$ cat config.mk
export PLATFORM = sky130hd
export DESIGN_NAME = seg_value_encoder_flat
export DESIGN_NICKNAME = d
export VERILOG_FILES = /design/src/rtl/seg_value_encoder_if.sv /design/src/rtl/seg_value_encoder.sv /design/src/flat_wrapper.sv
export SDC_FILE = /design/constraint.sdc
export NUM_CORES = 1
export LEC_CHECK = 0
export BUFFER_PORTS_ARGS = -buffer_cell sky130_fd_sc_hd__clkbuf_2
export CAP_MARGIN = 40
export CORE_ASPECT_RATIO = 1.25
export CORE_UTILIZATION = 59
export CTS_BUF_LIST = sky130_fd_sc_hd__clkbuf_8
export DETAILED_ROUTE_END_ITERATION = 6
export PLACE_DENSITY_LB_ADDON = 0.05
export SYNTH_ARGS = -nofsm -noshare
export SYNTH_HDL_FRONTEND = slang
export SYNTH_SLANG_ARGS = --single-unit
$ cat constraint.sdc
create_clock -name clk -period 1.68 [get_ports clk]
set_input_delay 0.336 -clock clk [delete_from_list [all_inputs] [get_ports clk]]
set_output_delay 0.336 -clock clk [all_outputs]
set_load 0.05 [all_outputs]
$ cat src/rtl/seg_value_encoder_if.sv
`default_nettype none
// ============================================================================
// Module  : seg_value_encoder_if
// Purpose : Request/result bundle between a value source and the
//           seg_value_encoder.
// Signals : i_start  - request conversion of i_value (master -> encoder)
//           i_sgn    - 1 = i_value is two's complement
//           i_value  - 8-bit number to display
//           o_busy   - conversion in progress     (encoder -> master)
//           o_done   - one-cycle pulse, o_b1..o_b4 updated this cycle
//           o_b1     - sign position pattern {a,b,c,d,e,f,g}
//           o_b2     - hundreds pattern
//           o_b3     - tens pattern
//           o_b4     - units pattern
// Revision: 1.0 - initial release
// ============================================================================
interface seg_value_encoder_if;
  logic       i_start;
  logic       i_sgn;
  logic [7:0] i_value;
  logic       o_busy;
  logic       o_done;
  logic [6:0] o_b1;
  logic [6:0] o_b2;
  logic [6:0] o_b3;
  logic [6:0] o_b4;

  modport master (
    output i_start, i_sgn, i_value,
    input  o_busy, o_done, o_b1, o_b2, o_b3, o_b4
  );

  modport slave (
    input  i_start, i_sgn, i_value,
    output o_busy, o_done, o_b1, o_b2, o_b3, o_b4
  );
endinterface
`default_nettype wire

$ cat src/rtl/seg_value_encoder.sv
`default_nettype none
// ============================================================================
// Module  : seg_value_encoder
// Purpose : Converts an 8-bit (optionally signed) value into four registered
//           7-segment patterns using a sequential double-dabble pass
//           (8 shift cycles) followed by one encode cycle.
// Ports   : clk    - system clock, rising edge
//           rst_n  - asynchronous active-low reset
//           bus    - seg_value_encoder_if.slave (start/sgn/value in,
//                    busy/done/b1..b4 out)
// Params  : SEG_ACTIVE_LOW - 1 = segment lit when bit is 0
//           LZB            - 1 = blank leading zeros in hundreds/tens
// Revision: 1.0 - initial release
// ============================================================================
module seg_value_encoder #(
  parameter bit SEG_ACTIVE_LOW = 1'b1,
  parameter bit LZB            = 1'b1
) (
  input wire logic           clk,
  input wire logic           rst_n,
  seg_value_encoder_if.slave bus
);

  typedef enum logic [1:0] {
    S_IDLE = 2'd0,
    S_CONV = 2'd1,
    S_ENC  = 2'd2
  } state_t;

  // Glyphs are defined active-low; the polarity is applied once at the end.
  localparam logic [6:0] c_GLYPH_MINUS = 7'h7E;
  localparam logic [6:0] c_GLYPH_BLANK = 7'h7F;
  localparam logic [6:0] c_SEG_BLANK   = SEG_ACTIVE_LOW ? c_GLYPH_BLANK : ~c_GLYPH_BLANK;

  state_t      r_state;
  state_t      w_next;
  logic        w_load;
  logic        w_shift;
  logic        w_enc;

  logic [7:0]  r_mag;
  logic [11:0] r_bcd;
  logic [2:0]  r_cnt;
  logic        r_neg;
  logic        r_done;
  logic [6:0]  r_b1;
  logic [6:0]  r_b2;
  logic [6:0]  r_b3;
  logic [6:0]  r_b4;

  logic        w_neg;
  logic [7:0]  w_mag;
  logic [11:0] w_bcd_adj;
  logic [6:0]  w_b1;
  logic [6:0]  w_b2;
  logic [6:0]  w_b3;
  logic [6:0]  w_b4;

  function automatic logic [3:0] add3(input logic [3:0] n);
    return (n >= 4'd5) ? (n + 4'd3) : n;
  endfunction

  function automatic logic [6:0] glyph(input logic [3:0] d);
    logic [6:0] g;
    case (d)
      4'd0:    g = 7'h01;
      4'd1:    g = 7'h4F;
      4'd2:    g = 7'h12;
      4'd3:    g = 7'h06;
      4'd4:    g = 7'h4C;
      4'd5:    g = 7'h24;
      4'd6:    g = 7'h20;
      4'd7:    g = 7'h0F;
      4'd8:    g = 7'h00;
      4'd9:    g = 7'h04;
      default: g = c_GLYPH_BLANK;
    endcase
    return g;
  endfunction

  function automatic logic [6:0] pol(input logic [6:0] p);
    return SEG_ACTIVE_LOW ? p : ~p;
  endfunction

  // --------------------------------------------------------------------------
  // FSM
  // --------------------------------------------------------------------------
  always_ff @(posedge clk or negedge rst_n) begin
    if (!rst_n) begin
      r_state <= S_IDLE;
    end else begin
      r_state <= w_next;
    end
  end

  always_comb begin
    w_next  = r_state;
    w_load  = 1'b0;
    w_shift = 1'b0;
    w_enc   = 1'b0;
    case (r_state)
      S_IDLE: begin
        if (bus.i_start) begin
          w_load = 1'b1;
          w_next = S_CONV;
        end
      end
      S_CONV: begin
        w_shift = 1'b1;
        // r_cnt==7 means this edge performs the 8th and final shift.
        if (r_cnt == 3'd7) begin
          w_next = S_ENC;
        end
      end
      S_ENC: begin
        w_enc  = 1'b1;
        w_next = S_IDLE;
      end
      default: w_next = S_IDLE;
    endcase
  end

  // --------------------------------------------------------------------------
  // Input capture and double-dabble datapath
  // --------------------------------------------------------------------------
  assign w_neg = bus.i_sgn & bus.i_value[7];
  // Two's complement negate; 8'h80 maps to 128, which fits unsigned 8 bits.
  assign w_mag = w_neg ? (~bus.i_value + 8'd1) : bus.i_value;

  assign w_bcd_adj = {add3(r_bcd[11:8]), add3(r_bcd[7:4]), add3(r_bcd[3:0])};

  always_ff @(posedge clk or negedge rst_n) begin
    if (!rst_n) begin
      r_mag <= 8'd0;
      r_bcd <= 12'd0;
      r_cnt <= 3'd0;
      r_neg <= 1'b0;
    end else if (w_load) begin
      r_mag <= w_mag;
      r_bcd <= 12'd0;
      r_cnt <= 3'd0;
      r_neg <= w_neg;
    end else if (w_shift) begin
      r_bcd <= {w_bcd_adj[10:0], r_mag[7]};
      r_mag <= {r_mag[6:0], 1'b0};
      r_cnt <= r_cnt + 3'd1;
    end
  end

  // --------------------------------------------------------------------------
  // Segment encoding; loaded only at the ENC edge so the display never sees
  // intermediate BCD values.
  // --------------------------------------------------------------------------
  always_comb begin
    w_b4 = pol(glyph(r_bcd[3:0]));
    w_b3 = pol(glyph(r_bcd[7:4]));
    w_b2 = pol(glyph(r_bcd[11:8]));
    w_b1 = pol(r_neg ? c_GLYPH_MINUS : c_GLYPH_BLANK);
    if (LZB && (r_bcd[11:8] == 4'd0)) begin
      w_b2 = c_SEG_BLANK;
      if (r_bcd[7:4] == 4'd0) begin
        w_b3 = c_SEG_BLANK;
      end
    end
  end

  always_ff @(posedge clk or negedge rst_n) begin
    if (!rst_n) begin
      r_done <= 1'b0;
      r_b1   <= c_SEG_BLANK;
      r_b2   <= c_SEG_BLANK;
      r_b3   <= c_SEG_BLANK;
      r_b4   <= c_SEG_BLANK;
    end else begin
      r_done <= w_enc;
      if (w_enc) begin
        r_b1 <= w_b1;
        r_b2 <= w_b2;
        r_b3 <= w_b3;
        r_b4 <= w_b4;
      end
    end
  end

  assign bus.o_busy = (r_state != S_IDLE);
  assign bus.o_done = r_done;
  assign bus.o_b1   = r_b1;
  assign bus.o_b2   = r_b2;
  assign bus.o_b3   = r_b3;
  assign bus.o_b4   = r_b4;

endmodule
`default_nettype wire
$ cat src/flat_wrapper.sv
// flat-port wrapper written by rule: the top's interface ports become plain ports
module seg_value_encoder_flat 
#(
  parameter bit SEG_ACTIVE_LOW = 1'b1,
  parameter bit LZB            = 1'b1
)
  (clk, rst_n, bus_i_start, bus_i_sgn, bus_i_value, bus_o_busy, bus_o_done, bus_o_b1, bus_o_b2, bus_o_b3, bus_o_b4);
  seg_value_encoder_if bus_i ();
  input wire logic clk;
  input wire logic rst_n;
  input wire logic [$bits(bus_i.i_start)-1:0] bus_i_start;
  input wire logic [$bits(bus_i.i_sgn)-1:0] bus_i_sgn;
  input wire logic [$bits(bus_i.i_value)-1:0] bus_i_value;
  output wire logic [$bits(bus_i.o_busy)-1:0] bus_o_busy;
  output wire logic [$bits(bus_i.o_done)-1:0] bus_o_done;
  output wire logic [$bits(bus_i.o_b1)-1:0] bus_o_b1;
  output wire logic [$bits(bus_i.o_b2)-1:0] bus_o_b2;
  output wire logic [$bits(bus_i.o_b3)-1:0] bus_o_b3;
  output wire logic [$bits(bus_i.o_b4)-1:0] bus_o_b4;
  assign bus_i.i_start = bus_i_start;
  assign bus_i.i_sgn = bus_i_sgn;
  assign bus_i.i_value = bus_i_value;
  assign bus_o_busy = bus_i.o_busy;
  assign bus_o_done = bus_i.o_done;
  assign bus_o_b1 = bus_i.o_b1;
  assign bus_o_b2 = bus_i.o_b2;
  assign bus_o_b3 = bus_i.o_b3;
  assign bus_o_b4 = bus_i.o_b4;
  seg_value_encoder #(.SEG_ACTIVE_LOW(SEG_ACTIVE_LOW), .LZB(LZB)) u_core (.clk(clk), .rst_n(rst_n), .bus(bus_i));
endmodule
==> out/results.tsv, run 1 <==
stage	metric	value	unit
worst_setup_path	R2R depth	6	
sta	# setup viols final	0	
worst_setup_path	crit-path max cell delay	430	ps
sta	Fmax	622	MHz
yosys	most common cell in the netlist	nand2_1	
drt	initial DRC count	104	
cts	CTS tree	yes	
cts	Worst-path clk slew	90	ps
yosys	ys flop type	dfrtp_1	
floorplanning	# IOs	42	
worst_hold_path	worst hold stages	3	
drt	drt pass-1 iters	4	
cts	CTS root buffer	clkbuf_8	
floorplanning	placement row count	27	
yosys	Synth area leader	dfrtp_1	
yosys	EDFF count, synth	0	
drt	vias per cell	5.58	
global_routing	initial antenna violation count	0	
floorplanning	Horiz. Die Dim	64.2	µm
placement	Final HPWL DP	4470	µm
global_routing	vias in the first global route	2264	
worst_hold_path	Hold Crit Start	bus_i_value[0]	
worst_setup_path	crit path capture type	flip-flop	
pwr	Static Leak	1.53	nW
status	outcome	complete, no violations	
job	Max Cap Viol	0	
placement	Placer Congestion	0.857	
pwr	Peak VDD IR	1.09	mV
sta	Final WS setup	71.0	ps
sta	skew final	8.04	ps
yosys	most frequent cells after synthesis	nand2_1 (35), dfrtp_1 (27), dfstp_2 (22)	
yosys	top cell type's share of synthesized area	23.7	%
floorplanning	Core Area	4530	µm²
cts	clock tree buffer depth	2	
yosys	Synth Warn #	0	
worst_setup_path	Critical Path RT	1870	ps
worst_setup_path	R2R setup slack	70	ps
global_routing	first-pass GRT wire length	9820	µm
global_routing	total track usage	25.1	%
worst_setup_path	kind of critical path	reg -> reg	
pwr	Final Power	7.27	mW
final_layout	Final Util	72.6	%
drt	ANT nets after route	0	
final_layout	Nets	385	
yosys	#FFs+latches synth	49	
cts	Clock Latency Late Sink	310	ps
worst_setup_path	reg2reg start	u_core.r_bcd[4]	
final_layout	layout cells sized above 1	27.5	%
yosys	Post-Synthesis Cells	305	
drt	Routed WL	5790	µm
placement	DP Worst Slack	31.3	ps
worst_setup_path	Data arrival, critical path	1800	ps
worst_setup_path	largest fanout on the critical path	5	
yosys	synthesized area per cell	9.35	µm²
floorplanning	Die ar.	5120	µm²
worst_hold_path	Worst Hold Endpoint	u_core.r_mag[0]	
worst_setup_path	CP bufs+invs	1	
pwr	pwr dens	2210	nW/µm²
cts	H-tree depth	2	
sta	fin crit share	95.8	%
drt	vias	2294	
placement	IO buf count	35	
yosys	Post-synth ARST share	100	%
global_routing	largest net degree at the start of global routing	24	
worst_setup_path	crit start category	flip-flop	
yosys	Synth cell types	44	
cts	CTS Sinks	49	
worst_setup_path	cells along the critical path	inv_1, ha_1, nand2b_1, a21oi_2, mux2i_1, o22ai_1	
drt	Wirelength per Cell	14.1	µm
final_layout	Antenna Cells	0	
worst_hold_path	Hold/Removal Path Class	in -> reg	
yosys	Post-Syn Area	2850	µm²
placement	placed inst area	3150	µm²
sta	Final Hold Fails	0	
yosys	largest cells by area after synthesis	dfrtp_1 (24%), dfstp_2 (20%), ha_1 (9.2%)	
sta	Pins Over Slew Limit	0	
yosys	Seq/Total Area, Yosys	44.0	%
floorplanning	die height	79.7	µm
worst_setup_path	crit-path leading delay family	flip-flops	
sta	setup TNS	0	ps
global_routing	global route overflow	0	
worst_setup_path	CP max-delay cell	dfrtp_1	
worst_setup_path	FF-to-FF End	u_core.r_bcd[6]	
final_layout	Area Growth Syn to Fin	15.3	%
floorplanning	initial core utilization	63.0	%
drt	DRC	0	
sta	post-layout min period	1610	ps
cts	Num CTS Buffers	5	
final_layout	Design Area, Final	3290	µm²
==> cell families (layout without fill, tap and decap cells) <==
| kind of cell | Yosys count | after routing | synth area share [%] |
|---|---|---|---|
| xor+xnor | 9 | 9 | 2.76 |
| mux | 7 | 7 | 2.46 |
| other cells | 1 | 6 | 0.132 |
| flops | 49 | 49 | 44.0 |
| buf+inv | 40 | 83 | 6.80 |
| simple gates | 85 | 85 | 14.2 |
| compound gates | 93 | 93 | 20.4 |
| fa+ha+maj | 21 | 21 | 9.21 |
==> per-stage QoR <==
stage,hold WS (ps),cells
floorplan,40.4,310
global placement,277,401
detailed placement,285,401
CTS,311,411
global route,344,411
finish,322,411
==> state kept, by name, indices dropped and copies added (netlist names) <==
name	cells
u_core.bus.o_b1	1
u_core.bus.o_b2	7
u_core.bus.o_b3	7
u_core.bus.o_b4	7
u_core.bus.o_done	1
u_core.r_bcd	12
u_core.r_cnt	3
u_core.r_mag	8
u_core.r_neg	1
u_core.r_state	2
==> repair_timing <==
| item | in CTS | in global routing |
|---|---|---|
| pin swaps | 0 | 0 |
| resized for setup | 2 | 8 |
| hold endpoints to repair | 3 | 0 |
| setup endpoints to repair | 1 | 16 |
| setup buffers | 1 | 0 |
| gates cloned | 0 | 0 |
| hold buffers | 1 | 0 |
==> power breakdown <==
| part | switching [mW] | total, mW | internal (mW) |
|---|---|---|---|
| sequential | 0.426 | 2.28 | 1.86 |
| combinational | 2.71 | 4.33 | 1.62 |
| clock | 0.380 | 0.663 | 0.283 |
| total | 3.51 | 7.27 | 3.76 |
==> metal layers <==
metal	share of wire [%]	GRT usage, %
met5	0	0
met4	2.0	9.56
met2	53	47.8
met3	2.6	4.43
met1	43	27.4
==> layout make-up <==
class	count	area [µm²]
Inverter	18	68.8
Tap cell	58	72.6
Timing Repair Buffer	57	365
Sequential cell	49	1250
Fill cell	368	1240
Multi-Input combinational cell	221	1440
Clock inverter	3	15.0
Clock buffer	5	68.8
==> worst reg2reg max path: stages, from the launching register on <==
cell and delay, ps:
dfrtp_1 430, inv_1 190, ha_1 230, nand2b_1 110
a21oi_2 200, mux2i_1 220, o22ai_1 100
==> cell usage in the layout, fill, tap and decap left out, drive strengths merged, types with 7 or more instances in the layout <==
cell,synthesis,layout
xnor2,8,8
dfrtp,27,27
ha,21,21
o22ai,10,10
a21oi,21,21
dfstp,22,22
clkbuf,3,39
mux2i,7,7
nor2,23,23
o21ai,24,24
nand2,35,35
inv,18,19
buf,19,22
a31oi,8,8
==> how the worst max path moves through the flow <==
stage               cells past startpoint          endpoint  slack (ps)              start
floorplan                               6   u_core.r_bcd[2]         150    u_core.r_bcd[1]
global placement                        6   u_core.r_bcd[6]          90    u_core.r_bcd[4]
detailed placement                      5   u_core.r_mag[5]          30     bus_i_value[1]
CTS                                     3        bus_o_busy           3  u_core.r_state[1]
global route                            6  u_core.r_bcd[10]          -3    u_core.r_bcd[9]
finish                                  6   u_core.r_bcd[6]          70    u_core.r_bcd[4]
No activity file was read; power rests on OpenSTA's default activity.
==> inputs of run 2 (changes only) <==
REMOVE_ABC_BUFFERS = 1   (was default)
==> run 2 against run 1 <==
  * The run now ends with negative hold slack left
  * Final cell count is 0.73% lower
  * Combinational power is 3% lower
  * Routed wire length is 4.0% lower
  * Clock power is 33% higher
  * Design area is 0.30% lower
  * Setup slack worse by 46 ps
  * Count of clock-buffer cells in the layout is 1 higher
==> out/results.tsv, run 2 (same netlist as run 1, synthesis figures left out) <==
stage	metric	value	unit
worst_setup_path	cells along the critical path	or2_2, clkbuf_4	
drt	Wirelength per Cell	13.6	µm
placement	Final HPWL DP	4010	µm
global_routing	global route overflow	0	
worst_setup_path	R2R depth	6	
global_routing	total track usage	23.7	%
placement	Placer Congestion	0.847	
cts	H-tree depth	2	
worst_setup_path	Critical Path RT	1340	ps
worst_setup_path	crit-path max cell delay	470	ps
status	outcome	finished, violations left	
sta	setup TNS	0	ps
global_routing	largest net degree at the start of global routing	50	
cts	clock tree buffer depth	2	
sta	# setup viols final	0	
floorplanning	placement row count	27	
sta	Fmax	604	MHz
floorplanning	Die ar.	5120	µm²
drt	drt pass-1 iters	4	
final_layout	Antenna Cells	0	
drt	initial DRC count	105	
final_layout	Layout fillers	354	
worst_hold_path	Hold/Removal Path Class	in -> async	
worst_setup_path	largest fanout on the critical path	8	
final_layout	Reg area	1250	µm²
final_layout	multi-input logic area	1430	µm²
placement	IO buf count	35	
final_layout	commonest non-fill, non-tap cell in the layout	nand2_1	
pwr	Peak VDD IR	1.45	mV
floorplanning	Horiz. Die Dim	64.2	µm
sta	worst hold slack	-5.15	ps
final_layout	largest registers	u_core.r_bcd (12), u_core.r_mag (8)	
worst_setup_path	reg2reg start	u_core.r_bcd[9]	
sta	post-layout min period	1660	ps
cts	Num CTS Buffers	5	
cts	Worst-path clk slew	100	ps
drt	DRC	0	
worst_setup_path	Data arrival, critical path	1320	ps
final_layout	Biggest register	u_core.r_bcd	
cts	Clock Latency Late Sink	310	ps
floorplanning	Core Area	4530	µm²
floorplanning	die height	79.7	µm
drt	ANT nets after route	0	
job	Max Cap Viol	0	
sta	fin crit share	98.5	%
sta	skew final	13.5	ps
global_routing	initial antenna violation count	0	
worst_setup_path	crit start category	flip-flop	
worst_setup_path	crit path capture type	output port	
floorplanning	initial core utilization	63.0	%
floorplanning	# IOs	42	
placement	DP Worst Slack	109	ps
drt	vias per cell	5.48	
sta	Final WS setup	24.7	ps
global_routing	vias in the first global route	2172	
drt	Routed WL	5560	µm
final_layout	Nets	382	
drt	vias	2237	
final_layout	Largest register FFs	12	
sta	Pins Over Slew Limit	0	
final_layout	Area Growth Syn to Fin	15.0	%
worst_setup_path	CP bufs+invs	1	
sta	Final Hold Fails	1	
cts	CTS tree	yes	
status	failing checks	negative hold slack	
worst_setup_path	crit-path leading delay family	flip-flops	
cts	hold buffers post-CTS	0	
global_routing	first-pass GRT wire length	9440	µm
worst_setup_path	R2R setup slack	100	ps
pwr	Static Leak	1.53	nW
pwr	pwr dens	2260	nW/µm²
cts	CTS Sinks	49	
sta	RSZ-0062 raised after global routing	no	
final_layout	layout cells sized above 1	27.4	%
cts	CTS root buffer	clkbuf_8	
worst_setup_path	CP max-delay cell	dfrtp_1	
worst_setup_path	FF-to-FF End	u_core.r_bcd[10]	
worst_setup_path	kind of critical path	reg -> out	
final_layout	most frequent cells in the layout	nand2_1 (35), clkbuf_2 (34), dfrtp_1 (26), dfstp_2 (22)	
==> run 2: through the flow <==
step	power [mW]	util, %	instances	hold WS [ps]	area [µm²]
3_3_place_gp	6.38	69.5	400	346	3150
6_report	7.40	72.4	408	-5.15	3280
4_1_cts	7.40	72.2	408	9.49	3270
5_1_grt	7.99	72.4	408	24.8	3280
3_5_place_dp	6.47	69.5	400	346	3150
2_1_floorplan	5.35	-	288	40.4	2740
==> run 2: worst reg2reg max path, stage by stage (launching register included) <==
cell and delay (ps):
dfrtp_1 430, inv_1 130, ha_1 220, nand2b_1 190
a21oi_2 210, mux2i_1 210, a22o_1 140
==> run 2: per-layer routing <==
metal | track usage [%] | vias to the layer above | wire length, µm
li1 | - | 1143 | -
met1 | 27.3 | 1039 | 2460
met2 | 43.2 | 43 | 2810
met3 | 4.14 | 12 | 189
met4 | 9.11 | 0 | 101
met5 | 0 | - | 0
==> run 2: report_power, final <==
group,internal (mW),switching [mW],total (mW)
combinational,1.57,2.61,4.18
sequential,1.86,0.468,2.33
clock,0.484,0.401,0.885
total,3.91,3.48,7.40
==> run 2: worst max-delay path by stage <==
stage	cells after the start	slack [ps]	from	endpoint
2_1_floorplan	4	20	u_core.r_state[0]	u_core.r_mag[5]
3_3_place_gp	6	140	u_core.r_bcd[4]	u_core.r_bcd[6]
3_5_place_dp	6	110	u_core.r_bcd[4]	u_core.r_bcd[6]
4_1_cts	2	20	u_core.r_state[0]	bus_o_busy
5_1_grt	2	1	u_core.r_state[1]	bus_o_busy
6_report	2	20	u_core.r_state[1]	bus_o_busy
==> run 2: cell type report <==
type | count | area share, %
Clock buffer | 6 | 2.52
Clock inverter | 2 | 1.15
Inverter | 18 | 2.06
Multi-Input combinational cell | 221 | 43.6
Sequential cell | 49 | 38.3
Tap cell | 58 | 2.21
Timing Repair Buffer | 54 | 10.2
==> run 2: repair_timing <==
action | CTS | global route
endpoints found under the setup margin | 1 | 5
resized for setup | 1 | 4
setup buffers | 0 | 0
gates cloned | 0 | 0
